<file path="src/rtl/sata_rx_pkg.sv">
// Shared types and constants for the SATA receive-buffer drain controller.
package sata_rx_pkg;

  typedef enum logic [1:0] {
    IDLE    = 2'd0,
    FRAME   = 2'd1,
    DISCARD = 2'd2,
    FLUSH   = 2'd3
  } rx_state_e;

  localparam int WORD_W  = 37;
  localparam int SOF     = 32;
  localparam int EOF     = 33;
  localparam int CRC_ERR = 34;
  localparam int DEC_ERR = 35;

  typedef logic [WORD_W-1:0] rx_word_t;

  typedef struct packed {
    logic [31:0] data;
    logic        sof;
    logic        eof;
    logic        err;
  } skid_entry_t;

  // Increment that sticks at all-ones instead of wrapping.
  function automatic logic [15:0] sat_inc(logic [15:0] v, logic en);
    return (en && (v != 16'hFFFF)) ? v + 16'd1 : v;
  endfunction

endpackage

</file>
<file path="src/rtl/sata_rx_drain_ctrl_skid.sv">
// Two-entry output FIFO for the drain controller. Entries are classified
// words; the head is presented combinationally and is zero when empty.
module sata_rx_skid
  import sata_rx_pkg::*;
(
  input  logic        clk,
  input  logic        rst_n,
  input  logic        clear_i,
  input  logic        push_i,
  input  skid_entry_t push_data_i,
  input  logic        pop_i,
  output logic        valid_o,
  output skid_entry_t head_o,
  output logic [1:0]  count_o
);

  skid_entry_t slot0_q, slot1_q;
  logic        rd_ptr_q, wr_ptr_q;
  logic [1:0]  count_q;
  logic        do_push, do_pop;

  assign do_pop  = pop_i & (count_q != 2'd0);
  assign do_push = push_i & ((count_q != 2'd2) | do_pop);

  // Storage, pointers and occupancy; clear drops everything at once.
  always_ff @(posedge clk or negedge rst_n) begin
    if (!rst_n) begin
      slot0_q  <= '0;
      slot1_q  <= '0;
      rd_ptr_q <= 1'b0;
      wr_ptr_q <= 1'b0;
      count_q  <= 2'd0;
    end else if (clear_i) begin
      rd_ptr_q <= 1'b0;
      wr_ptr_q <= 1'b0;
      count_q  <= 2'd0;
    end else begin
      if (do_push) begin
        if (wr_ptr_q) slot1_q <= push_data_i;
        else          slot0_q <= push_data_i;
        wr_ptr_q <= ~wr_ptr_q;
      end
      if (do_pop) rd_ptr_q <= ~rd_ptr_q;
      count_q <= count_q + {1'b0, do_push} - {1'b0, do_pop};
    end
  end

  assign valid_o = (count_q != 2'd0);
  assign count_o = count_q;
  assign head_o  = !valid_o ? '0 : (rd_ptr_q ? slot1_q : slot0_q);

endmodule

</file>
<file path="src/rtl/sata_rx_drain_ctrl.sv">
// Read-side drain controller for the SATA receive buffer: pops words with a
// one-cycle read latency, frames them into a valid/ready stream, drives HOLD
// hysteresis and handles flush / over-length frames.
// Optional statistics counters: define SATA_RX_DRAIN_STATS_EN.
//
// state   | meaning
// --------+-----------------------------------------------------------
// IDLE    | between frames; non-sof words are orphans and dropped
// FRAME   | inside a frame; words stored, error flag accumulated
// DISCARD | frame was cut short; drop words up to and including eof
// FLUSH   | drop skid and in-flight data, drain buffer until empty
module sata_rx_drain_ctrl
  import sata_rx_pkg::*;
#(
  parameter int MAX_FRAME_WORDS     = 2049,
  parameter bit HOLD_RELEASE_ON_LOW = 1'b1
) (
  input  logic        clk,
  input  logic        rst_n,
  output logic        buf_en_rd,
  input  logic [36:0] buf_data_rd,
  input  logic        buf_empty_rd,
  input  logic        buf_high_rd,
  input  logic        buf_low_rd,
  output logic        out_valid,
  input  logic        out_ready,
  output logic [31:0] out_data,
  output logic        out_sof,
  output logic        out_eof,
  output logic        out_err,
  output logic        hold_req,
  input  logic        flush,
  output logic        flush_busy
`ifdef SATA_RX_DRAIN_STATS_EN
  ,
  output logic [15:0] stat_frames,
  output logic [15:0] stat_err_frames,
  output logic [15:0] stat_orphans,
  output logic [15:0] stat_overlen
`endif
);

  localparam int             CNT_W   = $clog2(MAX_FRAME_WORDS + 1);
  localparam logic [CNT_W-1:0] CNT_MAX = CNT_W'(MAX_FRAME_WORDS);

  rx_state_e        state_q, state_d;
  logic [CNT_W-1:0] cnt_q, cnt_d, cnt_inc;
  logic             err_acc_q, err_acc_d;
  logic             inflight_q, run_q, hold_q;

  logic             w_sof, w_eof, w_err;
  logic             push, pop, skid_clear, skid_valid, rd_space;
  logic             orphan_ev, overlen_ev;
  logic [1:0]       skid_cnt, occ;
  skid_entry_t      push_ent, head;
  logic             unused_rsvd;

  assign w_sof       = buf_data_rd[SOF];
  assign w_eof       = buf_data_rd[EOF];
  assign w_err       = buf_data_rd[CRC_ERR] | buf_data_rd[DEC_ERR];
  assign unused_rsvd = buf_data_rd[36];
  assign cnt_inc     = cnt_q + 1'b1;

  assign pop      = skid_valid & out_ready;
  assign occ      = skid_cnt + {1'b0, inflight_q} - {1'b0, pop};
  assign rd_space = (occ < 2'd2);
  // While flushing the skid is irrelevant, so reads only wait for data.
  assign buf_en_rd = run_q & ~buf_empty_rd & ((state_q == FLUSH) | rd_space);

  assign skid_clear = (state_q == FLUSH) | flush;

  // Classify the word arriving from the buffer and pick the next state.
  always_comb begin
    state_d    = state_q;
    cnt_d      = cnt_q;
    err_acc_d  = err_acc_q;
    push       = 1'b0;
    push_ent   = '0;
    orphan_ev  = 1'b0;
    overlen_ev = 1'b0;
    push_ent.data = buf_data_rd[31:0];
    if (flush && (state_q != FLUSH)) begin
      state_d = FLUSH;
    end else begin
      case (state_q)
        IDLE: begin
          if (inflight_q) begin
            if (w_sof) begin
              push         = 1'b1;
              push_ent.sof = 1'b1;
              cnt_d        = CNT_W'(1);
              err_acc_d    = w_err;
              if (w_eof) begin
                push_ent.eof = 1'b1;
                push_ent.err = w_err;
              end else if (MAX_FRAME_WORDS <= 1) begin
                push_ent.eof = 1'b1;
                push_ent.err = 1'b1;
                overlen_ev   = 1'b1;
                state_d      = DISCARD;
              end else begin
                state_d = FRAME;
              end
            end else begin
              orphan_ev = 1'b1;
            end
          end
        end
        FRAME: begin
          if (inflight_q) begin
            push  = 1'b1;
            cnt_d = cnt_inc;
            if (w_eof) begin
              push_ent.eof = 1'b1;
              push_ent.err = err_acc_q | w_err;
              state_d      = IDLE;
            end else if (w_sof) begin
              // A new sof cuts the open frame; the new frame is dropped too.
              push_ent.eof = 1'b1;
              push_ent.err = 1'b1;
              state_d      = DISCARD;
            end else if (cnt_inc == CNT_MAX) begin
              push_ent.eof = 1'b1;
              push_ent.err = 1'b1;
              overlen_ev   = 1'b1;
              state_d      = DISCARD;
            end else begin
              err_acc_d = err_acc_q | w_err;
            end
          end
        end
        DISCARD: begin
          if (inflight_q && w_eof) state_d = IDLE;
        end
        FLUSH: begin
          if (buf_empty_rd && !inflight_q) state_d = IDLE;
        end
        default: state_d = IDLE;
      endcase
    end
  end

  // FSM, frame bookkeeping and read pipeline registers.
  always_ff @(posedge clk or negedge rst_n) begin
    if (!rst_n) begin
      state_q    <= IDLE;
      cnt_q      <= '0;
      err_acc_q  <= 1'b0;
      inflight_q <= 1'b0;
      run_q      <= 1'b0;
    end else begin
      state_q    <= state_d;
      cnt_q      <= cnt_d;
      err_acc_q  <= err_acc_d;
      inflight_q <= buf_en_rd;
      run_q      <= 1'b1;
    end
  end

  // HOLD hysteresis: set on high watermark, set wins over release.
  always_ff @(posedge clk or negedge rst_n) begin
    if (!rst_n) hold_q <= 1'b0;
    else if (buf_high_rd) hold_q <= 1'b1;
    else if (HOLD_RELEASE_ON_LOW ? buf_low_rd : 1'b1) hold_q <= 1'b0;
  end

  sata_rx_skid u_skid (
    .clk         (clk),
    .rst_n       (rst_n),
    .clear_i     (skid_clear),
    .push_i      (push),
    .push_data_i (push_ent),
    .pop_i       (pop),
    .valid_o     (skid_valid),
    .head_o      (head),
    .count_o     (skid_cnt)
  );

  assign out_valid  = skid_valid;
  assign out_data   = head.data;
  assign out_sof    = head.sof;
  assign out_eof    = head.eof;
  assign out_err    = head.err;
  assign hold_req   = hold_q;
  assign flush_busy = (state_q == FLUSH);

`ifdef SATA_RX_DRAIN_STATS_EN
  logic [15:0] st_frames_q, st_err_q, st_orph_q, st_ovl_q;

  // Saturating event counters, counted when the classified word is stored.
  always_ff @(posedge clk or negedge rst_n) begin
    if (!rst_n) begin
      st_frames_q <= '0;
      st_err_q    <= '0;
      st_orph_q   <= '0;
      st_ovl_q    <= '0;
    end else begin
      st_frames_q <= sat_inc(st_frames_q, push & push_ent.eof);
      st_err_q    <= sat_inc(st_err_q, push & push_ent.eof & push_ent.err);
      st_orph_q   <= sat_inc(st_orph_q, orphan_ev);
      st_ovl_q    <= sat_inc(st_ovl_q, overlen_ev);
    end
  end

  assign stat_frames     = st_frames_q;
  assign stat_err_frames = st_err_q;
  assign stat_orphans    = st_orph_q;
  assign stat_overlen    = st_ovl_q;
`else
  logic unused_stat_ev;
  assign unused_stat_ev = orphan_ev | overlen_ev;
`endif

endmodule
</file>
<file path="config.mk">
export PLATFORM = sky130hd
export DESIGN_NAME = sata_rx_drain_ctrl
export DESIGN_NICKNAME = d
export VERILOG_FILES = /design/src/rtl/sata_rx_pkg.sv /design/src/rtl/sata_rx_drain_ctrl_skid.sv /design/src/rtl/sata_rx_drain_ctrl.sv
export SDC_FILE = /design/constraint.sdc
export NUM_CORES = 1
export LEC_CHECK = 0
export CORE_MARGIN = 1.5
export CORE_UTILIZATION = 48
export CTS_CLUSTER_DIAMETER = 50
export CTS_CLUSTER_SIZE = 40
export DETAILED_ROUTE_END_ITERATION = 16
export PLACE_DENSITY_LB_ADDON = 0.25
export SYNTH_ARGS = -nofsm -noshare
export SYNTH_HDL_FRONTEND = slang
export SYNTH_HIERARCHICAL = 1
export SYNTH_SLANG_ARGS = --single-unit
</file>
<file path="constraint.sdc">
create_clock -name clk -period 2.91 [get_ports clk]
set_clock_uncertainty 0.15 [all_clocks]
set_input_delay 0.582 -clock clk [delete_from_list [all_inputs] [get_ports clk]]
set_output_delay 0.582 -clock clk [all_outputs]
set_load 0.02 [all_outputs]
</file>
==> results of run 1 <==
registers in the layout (all words and copies together) (netlist names):
| register | flops |
|---|---|
| cnt_q | 12 |
| err_acc_q | 1 |
| hold_req | 1 |
| inflight_q | 1 |
| run_q | 1 |
| state_q | 2 |
| u_skid/count_o | 2 |
| u_skid/rd_ptr_q | 1 |
| u_skid/slot0_q | 35 |
| u_skid/slot1_q | 35 |
| u_skid/wr_ptr_q | 1 |
synthesized netlist by cell type, types with 2 or more instances:
library cell                n  area (um^2)
sky130_fd_sc_hd__a211o_1    3         26.3
sky130_fd_sc_hd__a21oi_1    3         15.0
sky130_fd_sc_hd__a311oi_1   2         17.5
sky130_fd_sc_hd__a31oi_1    2         12.5
sky130_fd_sc_hd__and2_1     2         12.5
sky130_fd_sc_hd__and3_1     2         12.5
sky130_fd_sc_hd__buf_2      6         30.0
sky130_fd_sc_hd__buf_6      4         45.0
sky130_fd_sc_hd__clkbuf_1   9         33.8
sky130_fd_sc_hd__dfrtp_1   92         2300
sky130_fd_sc_hd__ha_1       5         62.6
sky130_fd_sc_hd__inv_1      9         33.8
sky130_fd_sc_hd__inv_2      2         7.51
sky130_fd_sc_hd__mux2_2    40          450
sky130_fd_sc_hd__mux2_4    30          450
sky130_fd_sc_hd__mux2i_1   36          360
sky130_fd_sc_hd__nand2_1   27          101
sky130_fd_sc_hd__nand2b_1   2         12.5
sky130_fd_sc_hd__nand3_1    5         25.0
sky130_fd_sc_hd__nand3b_1   2         15.0
sky130_fd_sc_hd__nor2_1    49          184
sky130_fd_sc_hd__nor2b_1    3         18.8
sky130_fd_sc_hd__nor3_1     2         10.0
sky130_fd_sc_hd__nor3b_1    3         22.5
sky130_fd_sc_hd__o21ai_0    6         30.0
sky130_fd_sc_hd__o21ai_1   12         60.1
sky130_fd_sc_hd__o22ai_1    2         12.5
sky130_fd_sc_hd__o31ai_1    6         45.0
sky130_fd_sc_hd__xnor2_1    3         26.3
sky130_fd_sc_hd__xor2_1     2         17.5
area by class of cell:
cell class / count / area (um^2)
Clock inverter: 6 / 76.3
Sequential cell: 92 / 2310
Multi-Input combinational cell: 273 / 2220
Inverter: 11 / 41.3
Clock buffer: 10 / 138
Fill cell: 764 / 3410
Timing Repair Buffer: 96 / 972
Tap cell: 129 / 161
through the flow:
step                      util [%]  hold slack (ps)  setup TNS [ps]
after floorplan                  -              136               0
after global placement        61.1              317            -314
after detailed placement      61.1              326            -309
after CTS                     63.4             78.3               0
after global routing          63.4             94.7               0
final                         63.4             60.9               0
routing by layer:
metal | share of wire, % | track usage [%] | routed length, um | vias to the layer above
met5 | 0 | 0 | 0 | -
li1 | - | - | - | 1560
met3 | 4.4 | 4.14 | 422 | 10
met1 | 46 | 26.6 | 4350 | 1610
met2 | 49 | 33.3 | 4660 | 74
met4 | 1.0 | 5.66 | 97 | 0
logic make-up (layout without fill, tap and decap cells):
family                   Yosys count  count (layout)  synth area share (%)
other                              1               1                0.0804
adder cells (fa/ha/maj)            5               5                  1.34
buffers and inverters             30             123                  3.22
multiplexers                     106             106                  27.0
AO/OA/AOI/OAI                     44              44                  6.17
flip-flops                        92              92                  49.4
XOR/XNOR                           5               5                 0.939
AND/OR/NAND/NOR                  112             112                  11.8
worst max path at each step:
stage	from	endpoint
6_report	out_ready	buf_en_rd
5_1_grt	out_ready	buf_en_rd
4_1_cts	out_ready	buf_en_rd
3_5_place_dp	out_ready	buf_en_rd
3_3_place_gp	out_ready	buf_en_rd
2_1_floorplan	u_skid/count_o[0]$_DFF_PN0_	buf_en_rd
worst max-delay path, delay by kind of cell:
family                   cells  cell delay (ps)
AO/OA/AOI/OAI                1              160
XOR/XNOR                     1               90
adder cells (fa/ha/maj)      1              280
buffers and inverters        2              710
AND/OR/NAND/NOR              2              290
repair_timing:
item | in CTS | in global routing
resized for setup | 3 | 2
pin swaps | 0 | 1
setup buffers | 0 | 0
setup endpoints to repair | 1 | 8
endpoints found under the hold margin | 0 | 0
power groups by stage:
stage | clock, mW | sequential, mW | combinational (mW)
3_5_place_dp | 0 | 1.69 | 0.660
3_3_place_gp | 0 | 1.67 | 0.638
2_1_floorplan | 0 | 1.65 | 0.473
5_1_grt | 1.01 | 1.70 | 0.732
4_1_cts | 0.958 | 1.67 | 0.662
6_report | 0.924 | 1.67 | 0.654
==> results by group, run 1 <==
Final layout
  • Area grow syn2layout: 26.9%
  • Fraction of layout cells with a size suffix above 1: 24.0%
  • Commonest non-fill, non-tap cell in the layout: sky130_fd_sc_hd__dfrtp_1
  • Area of all placed cells without fillers: 5920 um^2
  • Non-filler instance count after layout: 617
  • Most used cells in the layout excluding fill and tap cells: 91 x sky130_fd_sc_hd__dfrtp_1, 79 x sky130_fd_sc_hd__clkdlybuf4s50_1, 48 x sky130_fd_sc_hd__nor2_1
  • Post-layout nets: 532
  • N_diodes: 0

Clocking
  • Longest Clk Path Bufs: 2
  • Count of H-tree levels built during CTS: 3
  • Number of clock sinks: 92
  • Clock tree from TritonCTS: yes
  • Clock latency at the later pin of the worst-skew pair: 360 ps
  • Number of buffers inserted for hold repair after clock tree synthesis: 0
  • Root buffer cell: sky130_fd_sc_hd__clkbuf_8
  • Clock transition at the registers of the reported paths: 90 ps
  • Number of buffers created by CTS: 9

Detailed routing
  • Number of DRC markers after the initial detailed-route iteration: 93
  • Post-detailed-route DRC marker count: 0
  • Number of nets with antenna violations after routing: 0
  • Number of vias after detailed routing: 3,254
  • Sum of routed wire length over all layers: 9530 um
  • Number of detailed-routing iterations run before antenna repair: 4
  • Drt via density: 5.27
  • Avg WL per Cell: 15.5 um

Synthesis
  • EDFF count, synth: 0
  • Synthesized net count: 444
  • Sequential-to-total area share from yosys stat: 49.4%
  • Mapped Avg Cell Area: 11.8 um^2
  • Asr flop ratio synth: 100%
  • Number of standard cells after synthesis: 395
  • Commonest register cell after synthesis: sky130_fd_sc_hd__dfrtp_1
  • Area of the mapped netlist: 4660 um^2
  • Warning count from the yosys run: 6
  • Count of cell types in the netlist: 54
  • Number of synthesized register bits: 92

Power and ir drop
  • Internal power of the cells: 2.33 mW
  • Total power after layout: 3.25 mW
  • Leak: 2.55 nW
  • Clock network power share: 28.5%
  • Fraction of power consumed by combinational cells: 20.1%
  • Max IR drop VDD: 0.273 mV
  • Fraction of power spent switching nets: 28.2%
  • Share of total power in sequential cells: 51.4%
  • Switching pwr: 0.916 mW
  • Areal power density over the cells: 549 nW/um^2

Timing
  • Final Cycle Share: 97.9%
  • Final critical delay including setup and external delays: 2850 ps
  • Max Fclk: 351 MHz
  • Final Max Slew Viols: 0
  • Setup violation total in the final timing report: 0
  • Fin. Hold Viols: 0
  • Slew margin rel.: 59.1%
  • RSZ-0062 raised after global routing: no
  • Worst-margin pin slew: 609 ps
  • Setup slack of the critical path after layout: 60.6 ps

Global routing
  • GR Overflow Total: 0
  • Vias in the first global route: 3,318
  • Maximum number of pins on one net before global-route repair: 51
  • Wire length of the first global-routing pass: 16,200 um
  • All-Layer GR Usage: 20.0%
  • Initial antenna violation count: 0

Floorplan
  • Std-Cell Rows: 35
  • Total die area: 10,300 um^2
  • IO Count: 83
  • Height of the chip: 102 um
  • Initial Util: 50.0%
  • Core Region: 9330 um^2
  • Overall die width: 102 um

Worst setup path
  • Data arrival time at the worst-slack endpoint: 2120 ps
  • Worst path required time: 2180 ps
  • Critical path type: input pin to primary output
  • Element type at the critical path start: input pin
  • CP cell instances: clkdlybuf4s50_1 > and2_4 > ha_1 > nor2b_1 > xnor2_1 > a21oi_2 > clkdlybuf4s15_2
  • Crit-path max FO: 3
  • Depth of the worst register-to-register path: 8
  • Slowest Stage Delay on Critical Path: 440 ps
  • Worst-path cell with the longest stage delay: sky130_fd_sc_hd__clkdlybuf4s50_1
  • R2r startpoint: cnt_q[1]$_DFFE_PN0P_
  • Flop-to-flop setup slack: 300 ps
  • Critical path endpoint category: primary output
  • Endpoint of the worst-slack reg-to-reg timing path: u_skid/slot1_q[0]$_DFFE_PN0P_

Placement
  • HPWL after DPL: 6470 um
  • I/O Buffers: 81
  • Gp weighted congestion: 0.830
  • Number of cells in the design after placement: 601
  • Placed standard-cell area: 5700 um^2
  • Post-Place Setup Slack: -309 ps

Run
  • Number of max-cap violations: 0

Worst hold path
  • Min-Delay Path Class: input pin to asynchronous set/reset pin

Outcome
  • Outcome: complete, no violations
No activity file was read; power rests on OpenSTA's default activity.
==> inputs of run 2 (changes only) <==
Settings changed: CORE_MARGIN 1.5 to 4.
==> run 2 against run 1 <==
Against the previous run: critical path depth down 3; clock power about the same; flip-flop and latch count unchanged; combinational power rose by 2%; first-iteration DRC count is 63% higher; register-to-register slack got worse by 70 ps; via count grew 2.0%; critical path type is now flip-flop to primary output; largest cell class unchanged; highest routed layer unchanged.
==> results by group, run 2 (synthesis gave the netlist of run 1 again) <==
Worst hold path
  • Min-Delay Path Class: input pin to asynchronous set/reset pin (unchanged)

Detailed routing
  • Max Used Layer: met4 (unchanged)
  • DR WL met2: 4970 um (was 4660 um)
  • Number of nets with antenna violations after routing: 0 (unchanged)
  • Drt via density: 5.35 (was 5.27)
  • Wire length on met3: 452 um (was 422 um)
  • Number of DRC markers after the initial detailed-route iteration: 152 (was 93)
  • Number of vias after detailed routing: 3,320 (was 3,254)
  • Post-detailed-route DRC marker count: 0 (unchanged)
  • Sum of routed wire length over all layers: 9950 um (was 9530 um)
  • Avg WL per Cell: 16.0 um (was 15.5 um)
  • Met1 wire length: 4420 um (was 4350 um)
  • Number of detailed-routing iterations run before antenna repair: 4 (unchanged)

Global routing
  • Initial antenna violation count: 0 (unchanged)
  • All-Layer GR Usage: 18.1% (was 20.0%)
  • GR Overflow Total: 0 (unchanged)
  • Maximum number of pins on one net before global-route repair: 43 (was 51)
  • Wire length of the first global-routing pass: 16,600 um (was 16,200 um)
  • Vias in the first global route: 3,360 (was 3,318)

Floorplan
  • IO Count: 83 (unchanged)
  • Height of the chip: 107 um (was 102 um)
  • Overall die width: 107 um (was 102 um)
  • Core Region: 9330 um^2 (unchanged)
  • Total die area: 11,400 um^2 (was 10,300 um^2)
  • Initial Util: 50.0% (unchanged)
  • Std-Cell Rows: 35 (unchanged)

Placement
  • I/O Buffers: 81 (unchanged)
  • Gp weighted congestion: 0.899 (was 0.830)
  • Number of cells in the design after placement: 605 (was 601)
  • Placed standard-cell area: 5730 um^2 (was 5700 um^2)
  • HPWL after DPL: 6930 um (was 6470 um)
  • Post-Place Setup Slack: -297 ps (was -309 ps)

Power and ir drop
  • Share of total power in sequential cells: 51.3% (was 51.4%)
  • Fraction of power spent switching nets: 28.4% (was 28.2%)
  • Areal power density over the cells: 549 nW/um^2 (about the same)
  • Fraction of power consumed by combinational cells: 20.5% (was 20.1%)
  • Switching pwr: 0.927 mW (was 0.916 mW)
  • Clock network power share: 28.3% (was 28.5%)
  • Internal power of the cells: 2.33 mW (about the same)
  • Leak: 2.56 nW (was 2.55 nW)
  • Max IR drop VDD: 0.266 mV (was 0.273 mV)

Run
  • Number of max-cap violations: 0 (unchanged)

Worst setup path
  • Worst path required time: 2180 ps (about the same)
  • Worst-path cell with the longest stage delay: sky130_fd_sc_hd__clkdlybuf4s50_1 (unchanged)
  • Crit-path max FO: 14 (was 3)
  • R2r startpoint: cnt_q[1]$_DFFE_PN0P_ (unchanged)
  • CP cell instances: buf_4 > mux2i_1 > nor2_1 > clkdlybuf4s50_1 (was clkdlybuf4s50_1 > and2_4 > ha_1 > nor2b_1 > xnor2_1 > a21oi_2 > clkdlybuf4s15_2)
  • Critical path type: flip-flop to primary output (was input pin to primary output)
  • Slowest Stage Delay on Critical Path: 620 ps (was 440 ps)
  • Flop-to-flop setup slack: 230 ps (was 300 ps)
  • Element type at the critical path start: flip-flop (was input pin)
  • Endpoint of the worst-slack reg-to-reg timing path: u_skid/slot1_q[0]$_DFFE_PN0P_ (unchanged)
  • Depth of the worst register-to-register path: 8 (unchanged)
  • Critical path endpoint category: primary output (unchanged)
  • Data arrival time at the worst-slack endpoint: 2040 ps (was 2120 ps)

Timing
  • Setup violation total in the final timing report: 0 (unchanged)
  • Final critical delay including setup and external delays: 2780 ps (was 2850 ps)
  • Fin. Hold Viols: 0 (unchanged)
  • Final Max Slew Viols: 0 (unchanged)
  • Worst-margin pin slew: 618 ps (was 609 ps)
  • Final Cycle Share: 95.4% (was 97.9%)
  • Max Fclk: 360 MHz (was 351 MHz)
  • Slew margin rel.: 58.5% (was 59.1%)
  • Setup slack of the critical path after layout: 134 ps (was 60.6 ps)
  • RSZ-0062 raised after global routing: no (unchanged)

Final layout
  • N_diodes: 0 (unchanged)
  • Top flop regs: u_skid/slot0_q x35, u_skid/slot1_q x35, cnt_q x12 (unchanged)
  • Most used cells in the layout excluding fill and tap cells: 91 x sky130_fd_sc_hd__dfrtp_1, 79 x sky130_fd_sc_hd__clkdlybuf4s50_1, 48 x sky130_fd_sc_hd__nor2_1 (unchanged)
  • Total of fill cells in the finished design: 757 (was 764)
  • Commonest non-fill, non-tap cell in the layout: sky130_fd_sc_hd__dfrtp_1 (unchanged)
  • Non-filler instance count after layout: 621 (was 617)
  • Fraction of layout cells with a size suffix above 1: 24.6% (was 24.0%)
  • Area of all placed cells without fillers: 5940 um^2 (was 5920 um^2)
  • Area grow syn2layout: 27.4% (was 26.9%)
  • Post-layout nets: 536 (was 532)

Clocking
  • Number of buffers created by CTS: 9 (unchanged)
  • Post-CTS Repair Setup Buffers: 0 (unchanged)
  • Longest Clk Path Bufs: 2 (unchanged)
  • Clock transition at the registers of the reported paths: 100 ps (was 90 ps)
  • Root buffer cell: sky130_fd_sc_hd__clkbuf_8 (unchanged)
  • Number of buffers inserted for hold repair after clock tree synthesis: 0 (unchanged)
  • Number of clock sinks: 92 (unchanged)
  • Count of H-tree levels built during CTS: 3 (unchanged)
  • Clock latency at the later pin of the worst-skew pair: 360 ps (about the same)
  • Clock tree from TritonCTS: yes (unchanged)

Outcome
  • Outcome: complete, no violations (unchanged)
-- run 2: worst max-delay path, delay by kind of cell, from the launching register on --
kind / cells / cell delay (ps)
flops: 1 / 510
mux: 1 / 110
simple gates: 1 / 120
buf+inv: 2 / 940
-- run 2: worst max-delay path by stage --
stage,to,start,depth (start not counted)
after floorplan,buf_en_rd,u_skid/count_o[0]$_DFF_PN0_,8
after global placement,buf_en_rd,out_ready,7
after detailed placement,buf_en_rd,out_ready,7
after CTS,buf_en_rd,out_ready,7
after global routing,out_data[26],u_skid/rd_ptr_q$_DFFE_PN0P_,4
final,out_data[22],u_skid/rd_ptr_q$_DFFE_PN0P_,4
-- run 2: per-layer routing --
layer | vias to the layer above | global-route usage [%]
li1 | 1568 | -
met1 | 1657 | 24.0
met2 | 85 | 30.5
met3 | 10 | 3.10
met4 | 0 | 5.21
met5 | - | 0
-- run 2: timing repair --
item,CTS,global route
setup endpoints to repair,1,1
gates cloned,0,0
resized for setup,3,2
-- run 2: final cells by class --
class                   count  area (um^2)  share of cell area [%]
repair buffers            100          996                    16.8
well taps                 129          161                    2.72
inverters                  11         41.3                   0.695
flip-flops and latches     92         2300                    38.8
multi-input cells         273         2230                    37.5
clock inverters             6         75.1                    1.26
clock buffers              10          138                    2.32
-- run 2: stage by stage --
| stage | utilization (%) | total power [mW] | hold WS, ps | TNS, ps |
|---|---|---|---|---|
| 5_1_grt | 63.7 | 3.45 | 60.4 | 0 |
| 3_3_place_gp | 61.4 | 2.32 | 316 | -304 |
| 2_1_floorplan | - | 2.12 | 136 | 0 |
| 6_report | 63.7 | 3.26 | 31.7 | 0 |
| 3_5_place_dp | 61.4 | 2.37 | 326 | -297 |
| 4_1_cts | 63.7 | 3.29 | 51.6 | 0 |
-- run 2: power by group through the flow --
| stage | Combinational [mW] | Sequential [mW] | Clock [mW] |
|---|---|---|---|
| floorplan | 0.473 | 1.65 | 0 |
| global placement | 0.646 | 1.67 | 0 |
| detailed placement | 0.676 | 1.70 | 0 |
| CTS | 0.678 | 1.67 | 0.946 |
| global route | 0.749 | 1.70 | 0.998 |
| finish | 0.668 | 1.67 | 0.922 |
